**src/rtl/nib_track_writeback_if.sv**
```systemverilog
// SD write-back bus between the track flusher and hps_io / track RAM.
// master: flusher (lba, wr, din, tram_addr out); slave: hps_io + track RAM.
interface nib_track_writeback_if;
  logic [31:0] sd_lba;
  logic        sd_wr;
  logic        sd_ack;
  logic [8:0]  sd_buff_addr;
  logic [7:0]  sd_buff_din;
  logic [12:0] tram_addr;
  logic [7:0]  tram_dout;

  modport master (
    output sd_lba,
    output sd_wr,
    output sd_buff_din,
    output tram_addr,
    input  sd_ack,
    input  sd_buff_addr,
    input  tram_dout
  );

  modport slave (
    input  sd_lba,
    input  sd_wr,
    input  sd_buff_din,
    input  tram_addr,
    output sd_ack,
    output sd_buff_addr,
    output tram_dout
  );
endinterface

```
**src/rtl/nib_track_writeback.sv**
```systemverilog
// NIB track write-back: flushes a dirty 13-sector track buffer to the SD image.
// Ports: clk_sys/reset, image status, track numbers, disk_we, flush_req,
// sd bus (interface master), load_hold, cpu_wait, busy.
module nib_track_writeback #(
  parameter int SECTORS      = 13,
  parameter int IDLE_TIMEOUT = 2800000
) (
  input  logic       clk_sys,
  input  logic       reset,
  input  logic       img_mounted,
  input  logic       img_readonly,
  input  logic       img_present,
  input  logic [5:0] cur_track,
  input  logic [5:0] track_req,
  input  logic       disk_we,
  input  logic       flush_req,
  nib_track_writeback_if.master sd,
  output logic       load_hold,
  output logic       cpu_wait,
  output logic       busy
);

  localparam int CW =
    (IDLE_TIMEOUT > 1) ? $clog2(IDLE_TIMEOUT + 1) : 1;
  localparam logic [CW-1:0] TMO   = CW'(IDLE_TIMEOUT);
  localparam logic [31:0]   SEC32 = 32'(SECTORS);
  localparam logic [3:0]    LAST  = 4'(SECTORS - 1);

  typedef enum logic {IDLE, XFER} state_t;

  state_t        state_q, state_d;
  logic          dirty_q, dirty_d;
  logic [3:0]    sec_q, sec_d;
  logic [31:0]   lba_q, lba_d;
  logic          wr_q, wr_d;
  logic          wait_q, wait_d;
  logic [CW-1:0] cnt_q, cnt_d;
  logic          ack_q;

  logic start;
  logic we_ok;
  logic abort;
  logic rise;
  logic fall;
  logic trk_diff;
  logic tmo_hit;

  assign trk_diff = track_req != cur_track;
  assign we_ok    = disk_we & img_present & ~img_readonly;
  // Losing the image mid-flush aborts the same way as a remount.
  assign abort    = img_mounted | ~img_present;
  assign rise     = sd.sd_ack & ~ack_q;
  assign fall     = ~sd.sd_ack & ack_q;
  assign tmo_hit  = (IDLE_TIMEOUT != 0) && (cnt_q == TMO);

  always_ff @(posedge clk_sys or posedge reset) begin
    if (reset) begin
      state_q <= IDLE;
      dirty_q <= 1'b0;
      sec_q   <= 4'd0;
      lba_q   <= 32'd0;
      wr_q    <= 1'b0;
      wait_q  <= 1'b0;
      cnt_q   <= '0;
      ack_q   <= 1'b0;
    end else begin
      state_q <= state_d;
      dirty_q <= dirty_d;
      sec_q   <= sec_d;
      lba_q   <= lba_d;
      wr_q    <= wr_d;
      wait_q  <= wait_d;
      cnt_q   <= cnt_d;
      ack_q   <= sd.sd_ack;
    end
  end

  always_comb begin
    state_d = state_q;
    sec_d   = sec_q;
    lba_d   = lba_q;
    wr_d    = wr_q;
    wait_d  = wait_q;
    start   = 1'b0;
    unique case (state_q)
      IDLE: begin
        if (dirty_q & img_present &
            (trk_diff | flush_req | tmo_hit)) begin
          start   = 1'b1;
          state_d = XFER;
          sec_d   = 4'd0;
          lba_d   = SEC32 * 32'(cur_track);
          wr_d    = 1'b1;
          wait_d  = 1'b1;
        end
      end
      XFER: begin
        // lba runs one ahead once hps_io has latched it.
        if (rise) begin
          lba_d = lba_q + 32'd1;
          if (sec_q >= LAST) wr_d = 1'b0;
        end
        if (abort) wr_d = 1'b0;
        if (fall) sec_d = sec_q + 4'd1;
        // Finish on the ack fall after the last request, or
        // immediately on abort when no sector is in flight.
        if ((fall & ~wr_q) | (abort & ~sd.sd_ack)) begin
          state_d = IDLE;
          wait_d  = 1'b0;
        end
      end
      default: state_d = IDLE;
    endcase
  end

  always_comb begin
    dirty_d = dirty_q;
    if (img_mounted)  dirty_d = 1'b0;
    else if (we_ok)   dirty_d = 1'b1;
    else if (start)   dirty_d = 1'b0;
  end

  always_comb begin
    cnt_d = cnt_q;
    if (IDLE_TIMEOUT == 0 || disk_we || start)
      cnt_d = '0;
    else if (dirty_q && cnt_q != TMO)
      cnt_d = cnt_q + 1'b1;
  end

  assign busy           = state_q != IDLE;
  assign load_hold      = busy | (dirty_q & trk_diff);
  assign cpu_wait       = wait_q;
  assign sd.sd_lba      = lba_q;
  assign sd.sd_wr       = wr_q;
  assign sd.tram_addr   = {sec_q, sd.sd_buff_addr};
  assign sd.sd_buff_din = sd.tram_dout;

endmodule

```
**src/flat_wrapper.sv**
```systemverilog
// flat-port wrapper written by rule: the top's interface ports become plain ports
module nib_track_writeback_flat 
#(
  parameter int SECTORS      = 13,
  parameter int IDLE_TIMEOUT = 2800000
)
  (clk_sys, reset, img_mounted, img_readonly, img_present, cur_track, track_req, disk_we, flush_req, load_hold, cpu_wait, busy, sd_sd_lba, sd_sd_wr, sd_sd_buff_din, sd_tram_addr, sd_sd_ack, sd_sd_buff_addr, sd_tram_dout);
  nib_track_writeback_if sd_i ();
  input  logic clk_sys;
  input  logic reset;
  input  logic img_mounted;
  input  logic img_readonly;
  input  logic img_present;
  input  logic [5:0] cur_track;
  input  logic [5:0] track_req;
  input  logic disk_we;
  input  logic flush_req;
  output logic load_hold;
  output logic cpu_wait;
  output logic busy;
  output wire logic [$bits(sd_i.sd_lba)-1:0] sd_sd_lba;
  output wire logic [$bits(sd_i.sd_wr)-1:0] sd_sd_wr;
  output wire logic [$bits(sd_i.sd_buff_din)-1:0] sd_sd_buff_din;
  output wire logic [$bits(sd_i.tram_addr)-1:0] sd_tram_addr;
  input wire logic [$bits(sd_i.sd_ack)-1:0] sd_sd_ack;
  input wire logic [$bits(sd_i.sd_buff_addr)-1:0] sd_sd_buff_addr;
  input wire logic [$bits(sd_i.tram_dout)-1:0] sd_tram_dout;
  assign sd_sd_lba = sd_i.sd_lba;
  assign sd_sd_wr = sd_i.sd_wr;
  assign sd_sd_buff_din = sd_i.sd_buff_din;
  assign sd_tram_addr = sd_i.tram_addr;
  assign sd_i.sd_ack = sd_sd_ack;
  assign sd_i.sd_buff_addr = sd_sd_buff_addr;
  assign sd_i.tram_dout = sd_tram_dout;
  nib_track_writeback #(.SECTORS(SECTORS), .IDLE_TIMEOUT(IDLE_TIMEOUT)) u_core (.clk_sys(clk_sys), .reset(reset), .img_mounted(img_mounted), .img_readonly(img_readonly), .img_present(img_present), .cur_track(cur_track), .track_req(track_req), .disk_we(disk_we), .flush_req(flush_req), .sd(sd_i), .load_hold(load_hold), .cpu_wait(cpu_wait), .busy(busy));
endmodule
```
**config.mk**
```make
export PLATFORM = sky130hd
export DESIGN_NAME = nib_track_writeback_flat
export DESIGN_NICKNAME = d
export VERILOG_FILES = /design/src/rtl/nib_track_writeback_if.sv /design/src/rtl/nib_track_writeback.sv /design/src/flat_wrapper.sv
export SDC_FILE = /design/constraint.sdc
export NUM_CORES = 1
export LEC_CHECK = 0
export ABC_CLOCK_PERIOD_IN_PS = 1800
export CORE_MARGIN = 3
export CORE_UTILIZATION = 40
export DETAILED_ROUTE_END_ITERATION = 8
export GPL_TIMING_DRIVEN = 0
export HOLD_SLACK_MARGIN = 0.08
export PLACE_DENSITY = 0.74
export SYNTH_ARGS = -nofsm -noshare
export SYNTH_HDL_FRONTEND = slang
export SYNTH_SLANG_ARGS = --single-unit
```
**constraint.sdc**
```tcl
create_clock -name clk_sys -period 1.8 [get_ports clk_sys]
set_input_delay 0.27 -clock clk_sys [delete_from_list [all_inputs] [get_ports clk_sys]]
set_output_delay 0.27 -clock clk_sys [all_outputs]
set_load 0.03 [all_outputs]
```
==> results.txt <==
----------------------------------------------------
[Run status]
  Result of the run ... finished, violations left
  Failing checks ... setup timing

[Finish]
  Ratio of cells with drive above 1 in the final layout ... between 20% and 30%
  Number of nets in the finished design ... roughly 630
  Antenna cells ... 0
  Synth-to-layout area growth ... 44.6%
  Count of placed standard cells in the final layout, fillers left out ... between 700 and 800
  Finished layout cell area ... slightly below 0.006 mm^2
  Filler Cell Count ... approximately 800

[Synthesis]
  Area share of fa/ha/maj cells after synthesis ... under 10%
  Post-synth EDFFs ... 0
  XOR/XNOR Fraction of Synth Area ... 7.88%
  Number of unique standard cell types used by synthesis ... between 60 and 70
  Average footprint of a synthesized cell ... ~9 um^2
  Seq cells post-synth ... 63
  Synthesized Nets ... slightly above 500
  Ys flop type ... sky130_fd_sc_hd__dfrtp_1
  Most common cell in the netlist ... sky130_fd_sc_hd__dfrtp_1
  Leading post-synthesis cells by instance count ... sky130_fd_sc_hd__dfrtp_1 (63), sky130_fd_sc_hd__nor2_1 (45), sky130_fd_sc_hd__nand2_1 (38)
  Simple-gate portion of the synthesized area ... approximately a quarter
  Top area cells in the synthesized netlist ... sky130_fd_sc_hd__dfrtp_1 (38%), sky130_fd_sc_hd__ha_1 (6.1%), sky130_fd_sc_hd__xor2_1 (5.1%), sky130_fd_sc_hd__nor2_1 (4.1%), sky130_fd_sc_hd__nand2_1 (3.5%)
  Share of flip-flops with an asynchronous set or reset after synthesis ... 100%
  Share of the yosys chip area belonging to registers ... a little under two fifths
  Largest family of logic cells by synthesized area ... simple AND/OR/NAND/NOR gates
  Synth Area in Compound Gates ... about an eighth
  Syn. warnings ... 0
  Fraction of synthesized area in multiplexers ... 2.01%
  Area leader, netlist ... sky130_fd_sc_hd__dfrtp_1
  Cell area after synthesis ... roughly 0.0041 mm^2
  Portion of synthesized cell area occupied by the leading cell type ... between 30% and 40%
  Post-synthesis instance total ... between 400 and 500

[Clocking]
  TritonCTS buffer count ... 9
  CTS sink count ... 63
  TritonCTS clock tree ... built
  H-tree levels ... 3
  Maximum clock insertion buffer count ... 2
  Root buffer selected by CTS ... sky130_fd_sc_hd__clkbuf_8
  Hold buffer count at cts ... 0
  Insertion delay of the later-clocked pin in the worst-skew pair ... around 360 ps
  Clock-pin transition on the worst setup and hold timing paths ... 80 ps

[Global routing]
  Total track usage ... about a fifth
  GRT Residual Overflow ... 0
  First-pass GRT wire length ... 19.3 mm
  Maximum number of pins on one net before global-route repair ... 25
  Via count of the first global-routing pass ... between 3,000 and 4,000
  Initial antenna violation count ... 0

[Critical path]
  Register-to-register path setup slack ... -200 ps
  Highest-delay cell along the critical path ... sky130_fd_sc_hd__fa_1
  Sort of element at the end of the critical path ... flop
  Maximum cell stage delay along the critical path ... ~500 ps
  Register-to-Register Path Depth ... 6
  FF-to-FF End ... u_core.cnt_q[0]$_DFFE_PP0P_
  Crit path DAT ... 2380 ps
  Start of the worst register-to-register path ... u_core.cnt_q[3]$_DFFE_PP0P_
  Required time of the critical path ... between 2000 and 2500 ps
  Worst path cell trace ... buf_6, ha_4, inv_2, fa_1, inv_2, ha_4, a21o_1, a311o_1, a21oi_2, xor2_2, o21ai_1
  Worst-path maximum fanout ... 4
  Nature of the critical path startpoint ... input pin
  Crit Path Category ... in2reg

[Place]
  Placed Cells incl. Taps ... between 600 and 700
  Sum of net half-perimeters after detailed placement ... 8.17 mm
  Port Buffer Count ... 76
  Worst setup slack after placement ... -1350 ps
  Area of placed instances ... 0.00516 mm^2
  Routability cong. ... about 0.9

[Route]
  First-pass detailed-route iteration total ... 5
  Post-detailed-route via-to-cell ratio ... between 5 and 6
  Total Routed Length ... about 12 mm
  Drt first-iter violations ... roughly 320
  Vias ... approximately 4,000
  Final ANT Viol Nets ... 0
  DRC violations left ... 0
  Routed length per placed instance ... ~17 um

[Timing]
  Final setup viols ... approximately 60
  Worst Slack Setup Final ... -327 ps
  Final clock skew ... 12.2 ps
  Final Cycle Share ... 118%
  TNS Setup ... -7460 ps
  RSZ-0062 raised after global routing ... true
  Least-Margin Pin Slew ... 642 ps
  Rel. slew slack ... a little under three fifths
  Final hold violation count ... 0
  Min Clock Period, post-route ... ~2100 ps
  Final Max Slew Viols ... 0
  Achievable frequency ... about 470 MHz

[Floorplanning]
  Number of primary I/O pins ... 94
  Number of standard-cell rows in the floorplan ... 36
  Core region area ... 0.00986 mm^2
  Area of the die ... about 0.012 mm^2
  Initial standard-cell utilization of the core ... between 40% and 50%
  Chip width ... 107 um
  Die Y ... roughly 110 um

[Job]
  Count of max-cap constraint violations ... 0

[Power and ir drop]
  Lkg Pwr ... between 2 and 3 nW
  Post-route total power ... approximately 5.7 mW
  Power density of the placed cells ... between 900 and 1000 mW/mm^2
  IR drop worst, VDD ... 0.535 mV

[Worst hold path]
  Type of the most critical hold path ... in2async

----------------------------------------------------
## critical path, delay by kind of cell
kind,cells,cell delay [ps]
compound gates,4,740
xor+xnor,1,200
fa+ha+maj,3,970
buf+inv,3,190
## where the power goes
group          switching (mW)  internal [mW]  total, mW
sequential              0.353           1.64       2.00
clock                   0.623          0.641       1.26
combinational            1.39           1.07       2.46
## stage by stage
step | hold slack [ps] | util, %
2_1_floorplan | 301 | -
4_1_cts | 234 | 57.8
3_3_place_gp | 466 | 51.9
3_5_place_dp | 488 | 52.3
5_1_grt | 274 | 60.3
6_report | 263 | 60.3
## final cells by class
class                      instances  area, um^2  area share (%)
timing repair buffer             111        1120            18.9
buffer                            37         272            4.57
tap                              133         166            2.80
multi-input combinational        332        2530            42.5
sequential                        63        1590            26.7
clock buffer                       9         124            2.08
inverter                          20        78.8            1.33
clock inverter                     7        72.6            1.22
## metal layers
metal  global-route usage (%)  routed length (um)
met5                        0                   0
met4                     5.59                 200
met3                     3.42                 782
met2                     37.0                6260
met1                     26.7                5170
## flip-flops by register name, indices dropped and copies added, names as in the netlist
name,cells
u_core.ack_q,1
u_core.busy,1
u_core.cnt_q,22
u_core.cpu_wait,1
u_core.dirty_q,1
u_core.sd.sd_lba,32
u_core.sd.sd_wr,1
u_core.sec_q,4
## cell families (layout without fill, tap and decap cells)
kind of cell    count (synthesis)  in the layout
compound gates                 80             80
xor+xnor                       37             37
fa+ha+maj                      23             23
buf+inv                        58            184
flops                          63             63
mux                             8              8
simple gates                  184            184
## placed cells by master (no fill, tap or decap), drive strengths merged, types with 13 or more instances in the layout
cell and count:
nand3 24, o21ai 22, dfrtp 63, inv 20
nand2 38, clkbuf 22, xnor2 13, clkdlybuf4s50 47
buf 66, nor2 47, ha 20, xor2 24
nand4 23
## repair_timing
item                                    CTS  global route
pin swaps                                22            17
gates resized for setup                  90            61
setup buffers                            21            10
gates cloned                              2             1
endpoints found under the setup margin   69            74
## worst max path at each step
stage / from / endpoint / slack [ps] / depth (start not counted)
6_report: cur_track[3] / u_core.sd.sd_lba[9]$_DFFE_PP0P_ / -330 / 11
5_1_grt: cur_track[3] / u_core.sd.sd_lba[9]$_DFFE_PP0P_ / -370 / 11
4_1_cts: cur_track[4] / u_core.sd.sd_lba[9]$_DFFE_PP0P_ / -430 / 11
3_5_place_dp: cur_track[0] / u_core.sd.sd_lba[9]$_DFFE_PP0P_ / -1350 / 10
3_3_place_gp: cur_track[1] / u_core.sd.sd_lba[9]$_DFFE_PP0P_ / -1330 / 9
2_1_floorplan: cur_track[1] / u_core.sd.sd_lba[9]$_DFFE_PP0P_ / -450 / 8
Note: power is estimated with default switching activity, not from simulation.
